<file path="src/rtl/pong_pkg.sv">
// Shared constants and encodings for the pong sprite datapath.
package pong_pkg;

  localparam int unsigned H_LAST      = 639;
  localparam int unsigned V_LAST      = 479;
  localparam int unsigned SQUARE_SIZE = 25;
  localparam int unsigned COORD_W     = 10;
  localparam int unsigned MODE_W      = 2;

  typedef enum logic [MODE_W-1:0] {
    MODE_IDLE   = 2'b00,
    MODE_MANUAL = 2'b01,
    MODE_AUTO   = 2'b10
  } mode_e;

  typedef struct packed {
    logic r;
    logic l;
  } turn_t;

endpackage

</file>
<file path="src/rtl/btn_debounce.sv">
// Two-flop synchronizer followed by a stable-level debouncer for one raw button.
module btn_debounce #(
  parameter int unsigned DEB_CYCLES = 500000
) (
  input  logic clk,
  input  logic rstn,
  input  logic btn_i,
  output logic deb_o
);

  localparam int unsigned CNT_W = (DEB_CYCLES > 1) ? $clog2(DEB_CYCLES) : 1;
  localparam logic [CNT_W-1:0] CNT_LAST = CNT_W'(DEB_CYCLES - 1);

  logic             sync1_q, sync2_q;
  logic             deb_q, deb_d;
  logic [CNT_W-1:0] cnt_q, cnt_d;

  // Count consecutive cycles the synced level disagrees with the accepted one;
  // any cycle of agreement restarts the count.
  always_comb begin
    cnt_d = cnt_q;
    deb_d = deb_q;
    if (sync2_q == deb_q) begin
      cnt_d = '0;
    end else if (cnt_q == CNT_LAST) begin
      deb_d = sync2_q;
      cnt_d = '0;
    end else begin
      cnt_d = cnt_q + CNT_W'(1);
    end
  end

  always_ff @(posedge clk or negedge rstn) begin
    if (!rstn) begin
      sync1_q <= 1'b0;
      sync2_q <= 1'b0;
      deb_q   <= 1'b0;
      cnt_q   <= '0;
    end else begin
      sync1_q <= btn_i;
      sync2_q <= sync1_q;
      deb_q   <= deb_d;
      cnt_q   <= cnt_d;
    end
  end

  assign deb_o = deb_q;

endmodule

</file>
<file path="src/rtl/sprite_move_ctrl.sv">
// Sprite movement controller: frame tick, button/autopilot mode FSM and
// frame-synchronous left/right move requests.
module sprite_move_ctrl
  import pong_pkg::*;
#(
  parameter int unsigned DEB_CYCLES = 500000,
  parameter int unsigned AUTO_MIN_X = 0,
  parameter int unsigned AUTO_MAX_X = 615
) (
  input  logic               clk,
  input  logic               rstn,
  input  logic [COORD_W-1:0] pixel_x,
  input  logic [COORD_W-1:0] pixel_y,
  input  logic               btn_r,
  input  logic               btn_l,
  input  logic               auto_en,
  input  logic [COORD_W-1:0] sq_x,
  output logic               refr_tick,
  output logic               turn_r,
  output logic               turn_l,
  output logic [MODE_W-1:0]  mode
);

  logic  deb_r, deb_l;
  logic  man_req_c, at_last_c;
  logic  at_last_q, tick_q;
  logic  dir_q, dir_d;
  mode_e state_q, state_d;
  turn_t turn_q, turn_d;

  btn_debounce #(.DEB_CYCLES(DEB_CYCLES)) u_deb_r (
    .clk   (clk),
    .rstn  (rstn),
    .btn_i (btn_r),
    .deb_o (deb_r)
  );

  btn_debounce #(.DEB_CYCLES(DEB_CYCLES)) u_deb_l (
    .clk   (clk),
    .rstn  (rstn),
    .btn_i (btn_l),
    .deb_o (deb_l)
  );

  assign at_last_c = (pixel_x == COORD_W'(H_LAST)) && (pixel_y == COORD_W'(V_LAST));
  assign man_req_c = deb_r ^ deb_l;

  // Mode transitions, autopilot bounce direction and per-frame turn requests.
  always_comb begin
    state_d = state_q;
    dir_d   = dir_q;
    turn_d  = turn_q;

    case (state_q)
      MODE_IDLE: begin
        if (man_req_c)    state_d = MODE_MANUAL;
        else if (auto_en) state_d = MODE_AUTO;
      end
      MODE_MANUAL: begin
        if (!man_req_c)   state_d = MODE_IDLE;
      end
      MODE_AUTO: begin
        if (man_req_c)     state_d = MODE_MANUAL;
        else if (!auto_en) state_d = MODE_IDLE;
      end
      default: state_d = MODE_IDLE;
    endcase

    if (tick_q && (state_q == MODE_AUTO)) begin
      if (sq_x >= COORD_W'(AUTO_MAX_X))      dir_d = 1'b0;
      else if (sq_x <= COORD_W'(AUTO_MIN_X)) dir_d = 1'b1;
    end

    // Masking keeps the pair exclusive even if both buttons settle mid-frame.
    if (tick_q) begin
      turn_d = '0;
      case (state_q)
        MODE_MANUAL: begin
          turn_d.r = deb_r & ~deb_l;
          turn_d.l = deb_l & ~deb_r;
        end
        MODE_AUTO: begin
          turn_d.r = dir_d;
          turn_d.l = ~dir_d;
        end
        default: turn_d = '0;
      endcase
    end
  end

  always_ff @(posedge clk or negedge rstn) begin
    if (!rstn) begin
      state_q   <= MODE_IDLE;
      at_last_q <= 1'b0;
      tick_q    <= 1'b0;
      dir_q     <= 1'b1;
      turn_q    <= '0;
    end else begin
      state_q   <= state_d;
      at_last_q <= at_last_c;
      tick_q    <= at_last_c & ~at_last_q;
      dir_q     <= dir_d;
      turn_q    <= turn_d;
    end
  end

  assign refr_tick = tick_q;
  assign turn_r    = turn_q.r;
  assign turn_l    = turn_q.l;
  assign mode      = state_q;

endmodule

</file>
<file path="config.mk">
export PLATFORM = sky130hd
export DESIGN_NAME = sprite_move_ctrl
export DESIGN_NICKNAME = d
export VERILOG_FILES = /design/src/rtl/pong_pkg.sv /design/src/rtl/btn_debounce.sv /design/src/rtl/sprite_move_ctrl.sv
export SDC_FILE = /design/constraint.sdc
export NUM_CORES = 1
export LEC_CHECK = 0
export BUFFER_PORTS_ARGS = -buffer_cell sky130_fd_sc_hd__buf_4
export CORE_ASPECT_RATIO = 0.7
export CORE_MARGIN = 2
export CORE_UTILIZATION = 50
export DETAILED_ROUTE_END_ITERATION = 10
export GPL_ROUTABILITY_DRIVEN = 0
export PLACE_DENSITY_LB_ADDON = 0.3
export SLEW_MARGIN = 20
export SYNTH_ARGS = -nofsm -noshare
export SYNTH_HDL_FRONTEND = slang
export SYNTH_SLANG_ARGS = --single-unit
</file>
<file path="constraint.sdc">
create_clock -name clk -period 1.7 [get_ports clk]
set_clock_uncertainty 0.1 [all_clocks]
set_input_delay 0.255 -clock clk [delete_from_list [all_inputs] [get_ports clk]]
set_output_delay 0.255 -clock clk [all_outputs]
set_load 0.03 [all_outputs]
</file>
Yosys cells after proc, flatten, opt, wreduce, memory -nomap -nowiden
Cells that the tools add are included.
{"block": "op_classes", "div_mod_pow": 0, "n_mul": 0, "reduce_logical": 6, "n_shift": 0, "eq_ne": 11, "order_cmp": 2, "bitwise_logic": 10, "mux": 14, "addsub": 2}
{"operator": "two-way mux 19 bit", "count": 4}
{"operator": "adder 19 x 1 -> 19 bit, second input constant", "count": 2}
{"operator": "== test 19 bit, second input constant", "count": 2}
{"operator": "== test 10 bit, second input constant", "count": 1}
{"operator": "== test 10 x 9 -> 1 bit, second input constant", "count": 1}
{"operator": "greater-or-equal comparator 10 bit, second input constant", "count": 1}
{"operator": "<= comparator 10 x 1 -> 1 bit, second input constant", "count": 1}
{"operator": "two-way mux 2 bit", "count": 5}
{"operator": "!= test 3 bit, second input constant", "count": 2}
{"operator": "NOT 1 bit", "count": 6}
{"operator": "case mux 2 bit (3 select lines)", "count": 1}
{"operator": "case mux 2 bit (2 select lines)", "count": 1}
{"operator": "AND reduction 2 bit", "count": 2}
{"operator": "bitwise AND 1 bit", "count": 3}
{"operator": "two-way mux 1 bit", "count": 3}
{"operator": "AND reduction 3 bit", "count": 1}
{"operator": "== test 1 bit", "count": 2}
{"operator": "== test 2 x 1 -> 1 bit, second input constant", "count": 1}
{"operator": "== test 2 bit, second input constant", "count": 1}
{"operator": "logical AND 1 bit", "count": 2}
{"operator": "logical NOT 2 bit", "count": 1}
{"operator": "!= test 2 bit, second input constant", "count": 1}
{"operator": "XOR 1 bit", "count": 1}
{"block": "word_totals", "regBits": 51, "mem_count": 0, "latchBits": 0, "out_inout_bits": 5, "mem_bits_rw": 0, "word_cells": 59, "rom_bits": 0}

Depth between registers and ports, before layout
Gate-level depths: netlist of run 1.
{"block": "logic_depth", "word_depth": 6, "depth_mapped": 6, "ltp_nobuf": 6}

By module
A second synthesis of run 1 with hierarchy kept.
{"block": "unflattened", "hier_cells": 262, "area_unflattened_um2": 2640.0}
{"mod": "btn_debounce at u_deb_r", "cells_per_inst": 105, "n_inst": 1, "area_each_um2": 1079.8}
{"mod": "btn_debounce at u_deb_l", "cells_per_inst": 105, "n_inst": 1, "area_each_um2": 1073.5}
{"mod": "sprite_move_ctrl", "cells_per_inst": 52, "n_inst": 1, "area_each_um2": 486.7}

Least setup slack after synthesis of run 1
No wires, ideal clock.
{"block": "synth_timing", "path_kind": "flip-flop to flip-flop", "from": "reg state_q[0], in the netlist mode[0]", "to": "reg turn_q, in the netlist turn_r", "path_stages_with_launch": 7, "path_buffers": 0, "period_less_slack_ns": 1.706, "required_time_ns": 1.480, "arrival_time_ns": 1.486, "path_slack_ns": -0.006, "path_cell_list": "dfrtp_1 inv_1 ha_1 nand3_1 a211oi_1 nor2_1 a41o_1"}
{"block": "synth_between", "elab_chain_cells": 4}
{"item": "from (decl)", "line": "sprite_move_ctrl.sv:28", "rtl": "mode_e state_q, state_d;"}
{"item": "from (signal assigned)", "line": "sprite_move_ctrl.sv:99", "rtl": "state_q <= state_d;"}
{"item": "== test 2 bit", "line": "sprite_move_ctrl.sv:69", "rtl": "if (tick_q && (state_q == MODE_AUTO)) begin"}
{"item": "logical AND 1 bit", "line": "sprite_move_ctrl.sv:69"}
{"item": "two-way mux 1 bit", "line": "sprite_move_ctrl.sv:69"}
{"item": "net dir_d", "line": "sprite_move_ctrl.sv:27", "rtl": "logic dir_q, dir_d;"}
{"item": "case mux 2 bit (2 select lines)", "line": "sprite_move_ctrl.sv:77", "rtl": "case (state_q)"}
{"item": "to (signal assigned)", "line": "sprite_move_ctrl.sv:103", "rtl": "turn_q <= turn_d;"}
{"item": "to (decl)", "line": "sprite_move_ctrl.sv:29", "rtl": "turn_t turn_q, turn_d;"}
The timed path passes the listed nets, and every way through them passes these cells.
A chain may end at the register's enable or synchronous reset.

Worst setup path after layout of run 1
{"block": "layout_timing", "from": "reg u_deb_r.cnt_q[1]", "to": "reg u_deb_r.cnt_q[18]"}
{"block": "layout_between", "elab_chain_cells": 3}
{"item": "from (decl)", "line": "btn_debounce.sv:16", "rtl": "logic [CNT_W-1:0] cnt_q, cnt_d;"}
{"item": "from (signal assigned)", "line": "btn_debounce.sv:43", "rtl": "cnt_q <= cnt_d;"}
{"item": "adder 19 x 1 -> 19 bit or == test 19 bit (tied branches)", "line": "btn_debounce.sv:29, btn_debounce.sv:25"}
{"item": "two-way mux 19 bit (*)", "line": "btn_debounce.sv:25", "rtl": "end else if (cnt_q == CNT_LAST) begin"}
{"item": "two-way mux 19 bit (*)", "line": "btn_debounce.sv:23", "rtl": "if (sync2_q == deb_q) begin"}
{"item": "net u_deb_r.cnt_d[18]", "line": "btn_debounce.sv:16"}
Mark *: on every way through the listed nets, which the timed path passes. The rest lies on a longest branch.

==> results of run 1 <==
critical path, cell delays in order (launching register included):
cell	delay (ns)
dfrtp_1	0.41
ha_2	0.21
and4_4	0.25
nand3_1	0.13
or4_4	0.43
a21oi_2	0.13
per-layer routing:
| metal | GRT usage, % | wire, microns | vias up |
|---|---|---|---|
| met1 | 31.0 | 3070 | 1108 |
| met4 | 5.78 | 94 | 0 |
| met2 | 33.1 | 2820 | 95 |
| li1 | - | - | 1149 |
| met3 | 3.90 | 470 | 8 |
| met5 | 0 | 0 | - |
placed cells by master, fill, tap and decap left out, types with 4 or more instances in the layout:
| master | instances |
|---|---|
| buf_4 | 91 |
| dfrtp_1 | 45 |
| nor2_1 | 37 |
| xnor2_1 | 21 |
| nand3_1 | 16 |
| nand4_1 | 13 |
| nand2_1 | 13 |
| inv_1 | 12 |
| xor2_1 | 9 |
| nor3_1 | 7 |
| nor4_1 | 6 |
| nor4_2 | 5 |
| a21oi_1 | 5 |
| o21ai_0 | 5 |
| clkbuf_8 | 5 |
| dfrtp_2 | 5 |
| a21oi_2 | 4 |
| nand4b_1 | 4 |
| ha_1 | 4 |
power by group:
part           total (mW)  switching, mW  internal [mW]
Clock               0.841          0.402          0.440
Sequential           1.27         0.0281           1.24
Combinational       0.390          0.188          0.202
Total                2.50          0.618           1.88
worst max-delay path by stage:
| stage | end | slack (ns) | depth (start not counted) |
|---|---|---|---|
| 3_3_place_gp | u_deb_r.deb_o | -0.0005 | 4 |
| 2_1_floorplan | u_deb_r.cnt_q[14] | 0.01 | 5 |
| 5_1_grt | u_deb_l.cnt_q[14] | -0.09 | 6 |
| 4_1_cts | u_deb_r.deb_o | 0.003 | 4 |
| 3_5_place_dp | u_deb_r.deb_o | -0.09 | 5 |
| 6_report | u_deb_r.cnt_q[18] | -0.02 | 5 |
state kept, by name, summed over array words and instances, names as in the netlist:
signal	count
u_deb_r.sync1_q	1
refr_tick	1
mode	2
u_deb_l.sync2_q	1
at_last_q	1
u_deb_l.deb_o	1
u_deb_r.cnt_q	19
dir_q	1
turn_r	1
turn_l	1
u_deb_l.cnt_q	19
u_deb_l.sync1_q	1
u_deb_r.sync2_q	1
u_deb_r.deb_o	1
logic make-up (layout without fill, tap and decap cells):
| kind of cell | Yosys count | in the layout | synth area share [%] |
|---|---|---|---|
| AO/OA/AOI/OAI | 25 | 25 | 6.37 |
| AND/OR/NAND/NOR | 132 | 132 | 28.5 |
| buffers and inverters | 19 | 117 | 3.11 |
| flip-flops | 51 | 51 | 47.4 |
| adder cells (fa/ha/maj) | 7 | 7 | 3.25 |
| XOR/XNOR | 30 | 30 | 9.76 |
| multiplexers | 4 | 4 | 1.58 |
stage by stage:
| stage | cells | setup TNS (ns) | setup WS (ns) | power (mW) | util (%) |
|---|---|---|---|---|---|
| finish | 438 | -0.0547 | -0.0205 | 2.50 | 71.5 |
| global route | 438 | -0.615 | -0.0940 | 2.62 | 71.5 |
| CTS | 424 | 0 | 0.00324 | 2.49 | 67.2 |
| detailed placement | 407 | -0.157 | -0.0854 | 1.64 | 63.1 |
| global placement | 407 | -0.000547 | -0.000547 | 1.64 | 63.1 |
| floorplan | 268 | 0 | 0.0139 | 1.46 | - |
layout make-up:
cell class	count	area, sq um	share of cell area [%]
multi-input cells	198	1460	39.1
flip-flops and latches	51	1280	34.3
repair buffers	97	747	20.0
well taps	72	90.1	2.41
clock buffers	6	72.6	1.94
inverters	12	45.0	1.20
clock inverters	2	37.5	1.00
repair_timing:
item,in CTS,in global routing
pin swaps,4,14
hold buffers,3,0
setup endpoints to repair,5,36
buffers inserted,6,14
endpoints found under the hold margin,52,0
gates resized for setup,7,28
==> flow_summary_export.csv, run 1 <==
group,metric,value,unit
synthesis,synth_area_leader_cell,"dfrtp_1",
timing,whs,0.121,ns
detailed_routing,vias,2360,
grt,grt_pass1_vias,2180,
timing,finalSetupViolCount,3,
die,die_h,65.4,microns
clock_tree,cts_tree,"yes",
die,die_area,6000,sq um
timing,drv_slew,0,
synthesis,yosys_most_used_dff,"dfrtp_1",
detailed_routing,drtAntennaViolNets,0,
synthesis,syn-mean-instance-area,10.0,sq um
detailed_routing,drtIter0Drc,163,
setup_path,required,1.84,ns
clock_tree,clkSlewWorstSetupHoldPaths,0.09,ns
timing,relSlewSlack,57.4,%
detailed_routing,via_per_inst,5.39,
cells_and_area,drive_above_1_share,40.2,%
pwr,p_per_area,669,nW/um^2
synthesis,ys_warn_count,0,
setup_path,critPathLaunchType,"flop",
synthesis,syn_nets,310,
pwr,total_leakage_power,1.64,nW
setup_path,crit_fanout,4,
timing,timing.fmax,581,MHz
die,ios,40,
setup_path,end_kind,"flop",
synthesis,synth_area_leaders,"dfrtp_1 (46%), xnor2_1 (6.8%), nor2_1 (5.6%)",
synthesis,yosys.cell_types.count,44,
setup_path,reg2reg_from,"u_deb_r.cnt_q[1]",
detailed_routing,first_pass_iters,4,
grt,antenna_found_initial,0,
setup_path,crit_start,"u_deb_r.cnt_q[1]",
synthesis,synthDominantCellAreaShare,46.5,%
die,num_rows,22,
detailed_routing,wl,6.45,mm
clock_tree,cts_buffer_depth,2,
flow_run,drv_cap,0,
min_path,hold-path-endpoint,"at_last_q",
setup_path,reg2reg_depth,5,
synthesis,synth_cells,268,
setup_path,timing.rr.end,"u_deb_r.cnt_q[18]",
pwr,ir_drop,0.000426,V
setup_path,arrival,1.86,ns
timing,final.setup.worst_slack,-0.0205,ns
run_status,status,"finished with violations",
synthesis,syn-cell-area,2690,sq um
synthesis,synth_seq_cells,51,
timing,fin_crit_sh,101,%
grt,grt_usage,21.3,%
synthesis,synthMostInstantiatedCell,"dfrtp_1",
placed_design,portBuffers,39,
clock_tree,root_buffer,"clkbuf_8",
cells_and_area,design_area,3740,sq um
placed_design,hpwlAfterDp,4.25,mm
grt,grt-ovfl-total,0,
timing,hold_viol_final,0,
die,start_util,51.5,%
min_path,min-delay-start,"pixel_x[7]",
synthesis,synth_common_cells,"dfrtp_1 (50), nor2_1 (40), xnor2_1 (21)",
die,coreArea,5230,sq um
die,die_x,91.7,microns
setup_path,r2r_slack,-0.02,ns
clock_tree,htreeDepth,2,
synthesis,synth_edf_count,0,
timing,fin_crit,1.72,ns
clock_tree,cts_made_buffers,5,
grt,grt_pass1_wl,10.1,mm
clock_tree,cts_sinks,51,
clock_tree,clk_latency,0.30,ns
cells_and_area,diodes,0,
cells_and_area,syn_to_final_growth,38.8,%
timing,worst_slew_pin_slew,0.640,ns
grt,grt_max_degree,52,
placed_design,place_area,3300,sq um
synthesis,synthArstFlopShare,100,%
min_path,hold_class,"in2reg",
setup_path,crit_type,"reg2reg",
timing,rsz0062_at_grt,"yes",
cells_and_area,fillers,369,
synthesis,yosysSeqAreaShare,47.4,%
cells_and_area,final_nets,407,
detailed_routing,drc,0,
min_path,min_path_cells,3,
detailed_routing,wire_per_inst,14.7,microns
run_status,failed_checks,"negative setup slack",
Note: power is estimated with default switching activity, not from simulation.
==> run 2: changes to the inputs <==
CORE_UTILIZATION = 51   (was 50)
==> flow_summary_export.csv, run 2 (synthesis results as in run 1) <==
group,metric,value,unit
setup_path,arrival,1.88,ns
grt,grt_max_degree,52,
clock_tree,clk_latency,0.30,ns
detailed_routing,drc,0,
cells_and_area,drive_above_1_share,37.5,%
pwr,clkPwrFrac,29.5,%
clock_tree,htreeDepth,2,
die,start_util,52.0,%
detailed_routing,first_pass_iters,5,
setup_path,reg2reg_depth,5,
die,die_h,64.8,microns
clock_tree,cts_tree,"yes",
clock_tree,cts_made_buffers,5,
die,ios,40,
cells_and_area,design_area,3670,sq um
setup_path,path_cells,"buf_6 > nand4_1 > or2_4 > or4_1 > a21oi_1",
timing,fin_crit,1.74,ns
detailed_routing,drtAntennaViolNets,0,
timing,drv_slew,0,
detailed_routing,wire_per_inst,14.4,microns
grt,grt-ovfl-total,0,
setup_path,cp_slowest_cell,"or4_1",
grt,grt_pass1_vias,2208,
placed_design,portBuffers,39,
run_status,failed_checks,"negative setup slack",
die,num_rows,22,
timing,fin_crit_sh,103,%
flow_run,drv_cap,0,
min_path,hold_class,"in2reg",
setup_path,critPathLaunchType,"flop",
setup_path,crit_type,"reg2reg",
cells_and_area,final_nets,401,
pwr,comb_power_share,15.7,%
cells_and_area,diodes,0,
setup_path,required,1.83,ns
placed_design,place_area,3290,sq um
detailed_routing,via_per_inst,5.42,
timing,timing.fmax,574,MHz
clock_tree,cts_sinks,51,
grt,grt_pass1_wl,9.94,mm
timing,finalSetupViolCount,2,
timing,worst_slew_pin_slew,0.624,ns
clock_tree,root_buffer,"clkbuf_8",
cells_and_area,final_common_cell,"buf_4",
pwr,switchingPower,0.609,mW
die,coreArea,5170,sq um
pwr,power_frac_seq,54.8,%
timing,final.setup.worst_slack,-0.0427,ns
pwr,internal_power,1.71,mW
detailed_routing,vias,2343,
timing,hold_viol_final,0,
setup_path,critPathMaxStageDelay,0.49,ns
timing,relSlewSlack,58.4,%
clock_tree,cts_buffer_depth,2,
timing,rsz0062_at_grt,"yes",
placed_design,dp_slack,-0.105,ns
detailed_routing,drtIter0Drc,146,
cells_and_area,fillers,364,
timing,fin_tns_setup,-0.0693,ns
setup_path,crit_fanout,5,
pwr,ir_drop,0.000326,V
pwr,switching_share,26.3,%
cells_and_area,syn_to_final_growth,36.2,%
placed_design,hpwlAfterDp,4.25,mm
die,die_x,90.8,microns
clock_tree,clkSlewWorstSetupHoldPaths,0.10,ns
detailed_routing,wl,6.23,mm
cells_and_area,post-route-util,70.9,%
run_status,status,"finished with violations",
cells_and_area,final_cell_mix,"buf_4 (84), dfrtp_1 (45), nor2_1 (38)",
min_path,min_path_cells,3,
die,die_area,5890,sq um
grt,grt_usage,21.1,%
grt,antenna_found_initial,0,
setup_path,end_kind,"flop",
pwr,total_leakage_power,1.58,nW
pwr,p_per_area,632,nW/um^2
[run 2: path summary, 6_finish.rpt]
kind / slack [ns] / start / to
max: -0.04 / u_deb_r.cnt_q[0] / u_deb_r.cnt_q[17]
min: 0.13 / pixel_x[0] / at_last_q
max reg2reg: -0.04 / u_deb_r.cnt_q[0] / u_deb_r.cnt_q[17]
min reg2reg: 0.26 / u_deb_r.sync1_q / u_deb_r.sync2_q
max in group asynchronous: 0.62 / rstn / u_deb_l.cnt_q[8]
min in group asynchronous: 0.42 / rstn / u_deb_r.cnt_q[9]
[run 2: cell type report]
type | instances | area [sq um] | share of cell area [%]
Timing Repair Buffer | 91 | 706 | 19.2
Sequential cell | 51 | 1280 | 35.0
Multi-Input combinational cell | 198 | 1460 | 39.7
Inverter | 12 | 45.0 | 1.23
Clock inverter | 2 | 12.5 | 0.341
Clock buffer | 6 | 72.6 | 1.98
Tap cell | 72 | 90.1 | 2.46
[run 2: stage by stage]
step	instances	total power, mW	hold slack (ns)
5_1_grt	432	2.44	0.129
3_3_place_gp	406	1.63	0.220
2_1_floorplan	268	1.46	-0.141
3_5_place_dp	406	1.64	0.220
6_report	432	2.32	0.125
4_1_cts	421	2.33	0.125
[run 2: power by group through the flow]
| stage | Clock, mW | Combinational (mW) | Sequential (mW) |
|---|---|---|---|
| final | 0.682 | 0.365 | 1.27 |
| after global routing | 0.756 | 0.405 | 1.27 |
| after CTS | 0.706 | 0.359 | 1.27 |
| after detailed placement | 0 | 0.346 | 1.29 |
| after global placement | 0 | 0.337 | 1.29 |
| after floorplan | 0 | 0.146 | 1.31 |
[run 2: timing repair]
| item | 4_1_cts | 5_1_grt |
|---|---|---|
| gates cloned | 0 | 1 |
| setup endpoints to repair | 25 | 27 |
| buffers inserted | 4 | 10 |
| hold buffers | 3 | 0 |
| pin swaps | 2 | 14 |
| gates resized for setup | 11 | 23 |
| endpoints found under the hold margin | 52 | 0 |
[run 2: worst max-delay path: cells and delay by family, from the launching register on]
kind	cells	cell delay (ns)
simple gates	3	0.91
compound gates	1	0.14
buf+inv	1	0.12
flops	1	0.41
[run 2: routing by layer]
layer / vias to the layer above / track usage [%] / routed length (microns)
li1: 1131 / - / -
met1: 1124 / 30.0 / 3020
met2: 84 / 34.1 / 2770
met3: 4 / 3.37 / 384
met4: 0 / 5.49 / 52
met5: - / 0 / 0
==> run 3: changes to the inputs <==
==> constraint.sdc (replaced) <==
create_clock -name clk -period 1.7 [get_ports clk]
set_clock_uncertainty 0.1 [all_clocks]
set_input_delay 0.34 -clock clk [delete_from_list [all_inputs] [get_ports clk]]
set_output_delay 0.34 -clock clk [all_outputs]
set_load 0.01 [all_outputs]
==> flow_summary_export.csv, run 3 (synthesis results as in run 1) <==
group,metric,value,unit
cells_and_area,drive_above_1_share,39.1,%
run_status,failed_checks,"negative setup slack",
die,coreArea,5170,sq um
clock_tree,clkSlewWorstSetupHoldPaths,0.10,ns
detailed_routing,drtIter0Drc,134,
detailed_routing,via_per_inst,5.48,
pwr,total_leakage_power,1.56,nW
placed_design,hpwlAfterDp,4.25,mm
setup_path,arrival,1.87,ns
grt,grt-ovfl-total,0,
flow_run,drv_cap,0,
grt,grt_usage,22.3,%
timing,timing.fmax,584,MHz
cells_and_area,final_cell_count_no_fill,425,
grt,grt_max_degree,52,
timing,whs,0.0211,ns
setup_path,crit_family,"simple AND/OR/NAND/NOR gates",
placed_design,portBuffers,39,
timing,fin_crit_sh,101,%
detailed_routing,wire_per_inst,14.6,microns
clock_tree,clk_latency,0.32,ns
clock_tree,htreeDepth,2,
clock_tree,cts_sinks,51,
die,die_x,90.8,microns
timing,rsz0062_at_grt,"yes",
pwr,ir_drop,0.000568,V
timing,drv_slew,0,
cells_and_area,syn_to_final_growth,36.3,%
setup_path,cp_slowest_cell,"or4_4",
setup_path,path_cells,"buf_6 > nand4_1 > or2_4 > or4_4 > a21oi_2",
setup_path,critPathMaxStageDelay,0.49,ns
grt,grt_pass1_wl,10.4,mm
setup_path,critPathLaunchType,"flop",
detailed_routing,wl,6.20,mm
grt,grt_pass1_vias,2208,
min_path,hold_class,"in2reg",
setup_path,end_kind,"flop",
clock_tree,cts_made_buffers,5,
grt,antenna_found_initial,0,
timing,fin_crit,1.71,ns
setup_path,crit_fanout,5,
die,die_h,64.8,microns
timing,finalSetupViolCount,1,
detailed_routing,drc,0,
timing,worst_slew_pin_slew,0.638,ns
setup_path,required,1.85,ns
cells_and_area,final_nets,394,
die,ios,40,
timing,hold_viol_final,0,
cells_and_area,final_cell_mix,"buf_4 (78), dfrtp_1 (42), nor2_1 (38)",
timing,relSlewSlack,57.5,%
cells_and_area,final_common_cell,"buf_4",
cells_and_area,fillers,373,
pwr,p_per_area,683,nW/um^2
setup_path,crit_type,"reg2reg",
timing,final.setup.worst_slack,-0.0131,ns
setup_path,critPathBufInv,1,
clock_tree,root_buffer,"clkbuf_8",
die,die_area,5890,sq um
detailed_routing,first_pass_iters,4,
run_status,status,"finished with violations",
placed_design,dpl.cell_count,406,
cells_and_area,diodes,0,
clock_tree,cts_buffer_depth,2,
die,start_util,52.0,%
die,num_rows,22,
detailed_routing,drtAntennaViolNets,0,
clock_tree,cts_tree,"yes",
detailed_routing,vias,2330,
placed_design,dp_slack,-0.0536,ns
-- run 3: metal layers --
metal  vias to the layer above  wire length [microns]  GRT usage (%)
met5                         -                      0              0
met4                         0                     91           7.20
met3                        10                    377           4.42
met2                        89                   2770           35.4
met1                      1115                   2960           31.3
li1                       1116                      -              -
-- run 3: power breakdown --
group          switching (mW)  internal, mW
registers              0.0316          1.24
logic                   0.168         0.176
clock network           0.443         0.447
-- run 3: cell type report --
class | instances | area, sq um | share of cell area, %
Clock buffer | 5 | 68.8 | 1.87
Clock inverter | 3 | 47.5 | 1.30
Inverter | 12 | 45.0 | 1.23
Multi-Input combinational cell | 198 | 1480 | 40.3
Sequential cell | 51 | 1290 | 35.1
Tap cell | 72 | 90.1 | 2.45
Timing Repair Buffer | 84 | 652 | 17.8
-- run 3: worst paths after layout --
check / cells after the start / start / slack [ns] / endpoint
min in group asynchronous: 2 / rstn / 0.48 / u_deb_r.cnt_q[13]
setup reg to reg: 5 / u_deb_r.cnt_q[0] / -0.01 / u_deb_r.cnt_q[17]
hold reg to reg: 0 / u_deb_r.sync1_q / 0.26 / u_deb_r.sync2_q
max in group asynchronous: 2 / rstn / 0.56 / u_deb_l.cnt_q[9]
setup / recovery: 5 / u_deb_r.cnt_q[0] / -0.01 / u_deb_r.cnt_q[17]
hold / removal: 1 / btn_l / 0.02 / u_deb_l.sync1_q
-- run 3: metrics by stage --
step                cell area, sq um  setup TNS (ns)  total power, mW  util, %
floorplan                       2690               0             1.44        -
global placement                3290         -0.0674             1.61     63.6
detailed placement              3290          -0.176             1.62     63.6
CTS                             3490         -0.0229             2.51     67.5
global route                    3670          -0.140             2.61     70.9
finish                          3670         -0.0131             2.51     70.9
-- run 3: what timing repair did --
action | in CTS | in global routing
endpoints found under the hold margin | 50 | 0
gates resized for setup | 15 | 27
pin swaps | 6 | 10
hold buffers | 1 | 0
setup buffers | 2 | 8
endpoints found under the setup margin | 17 | 39
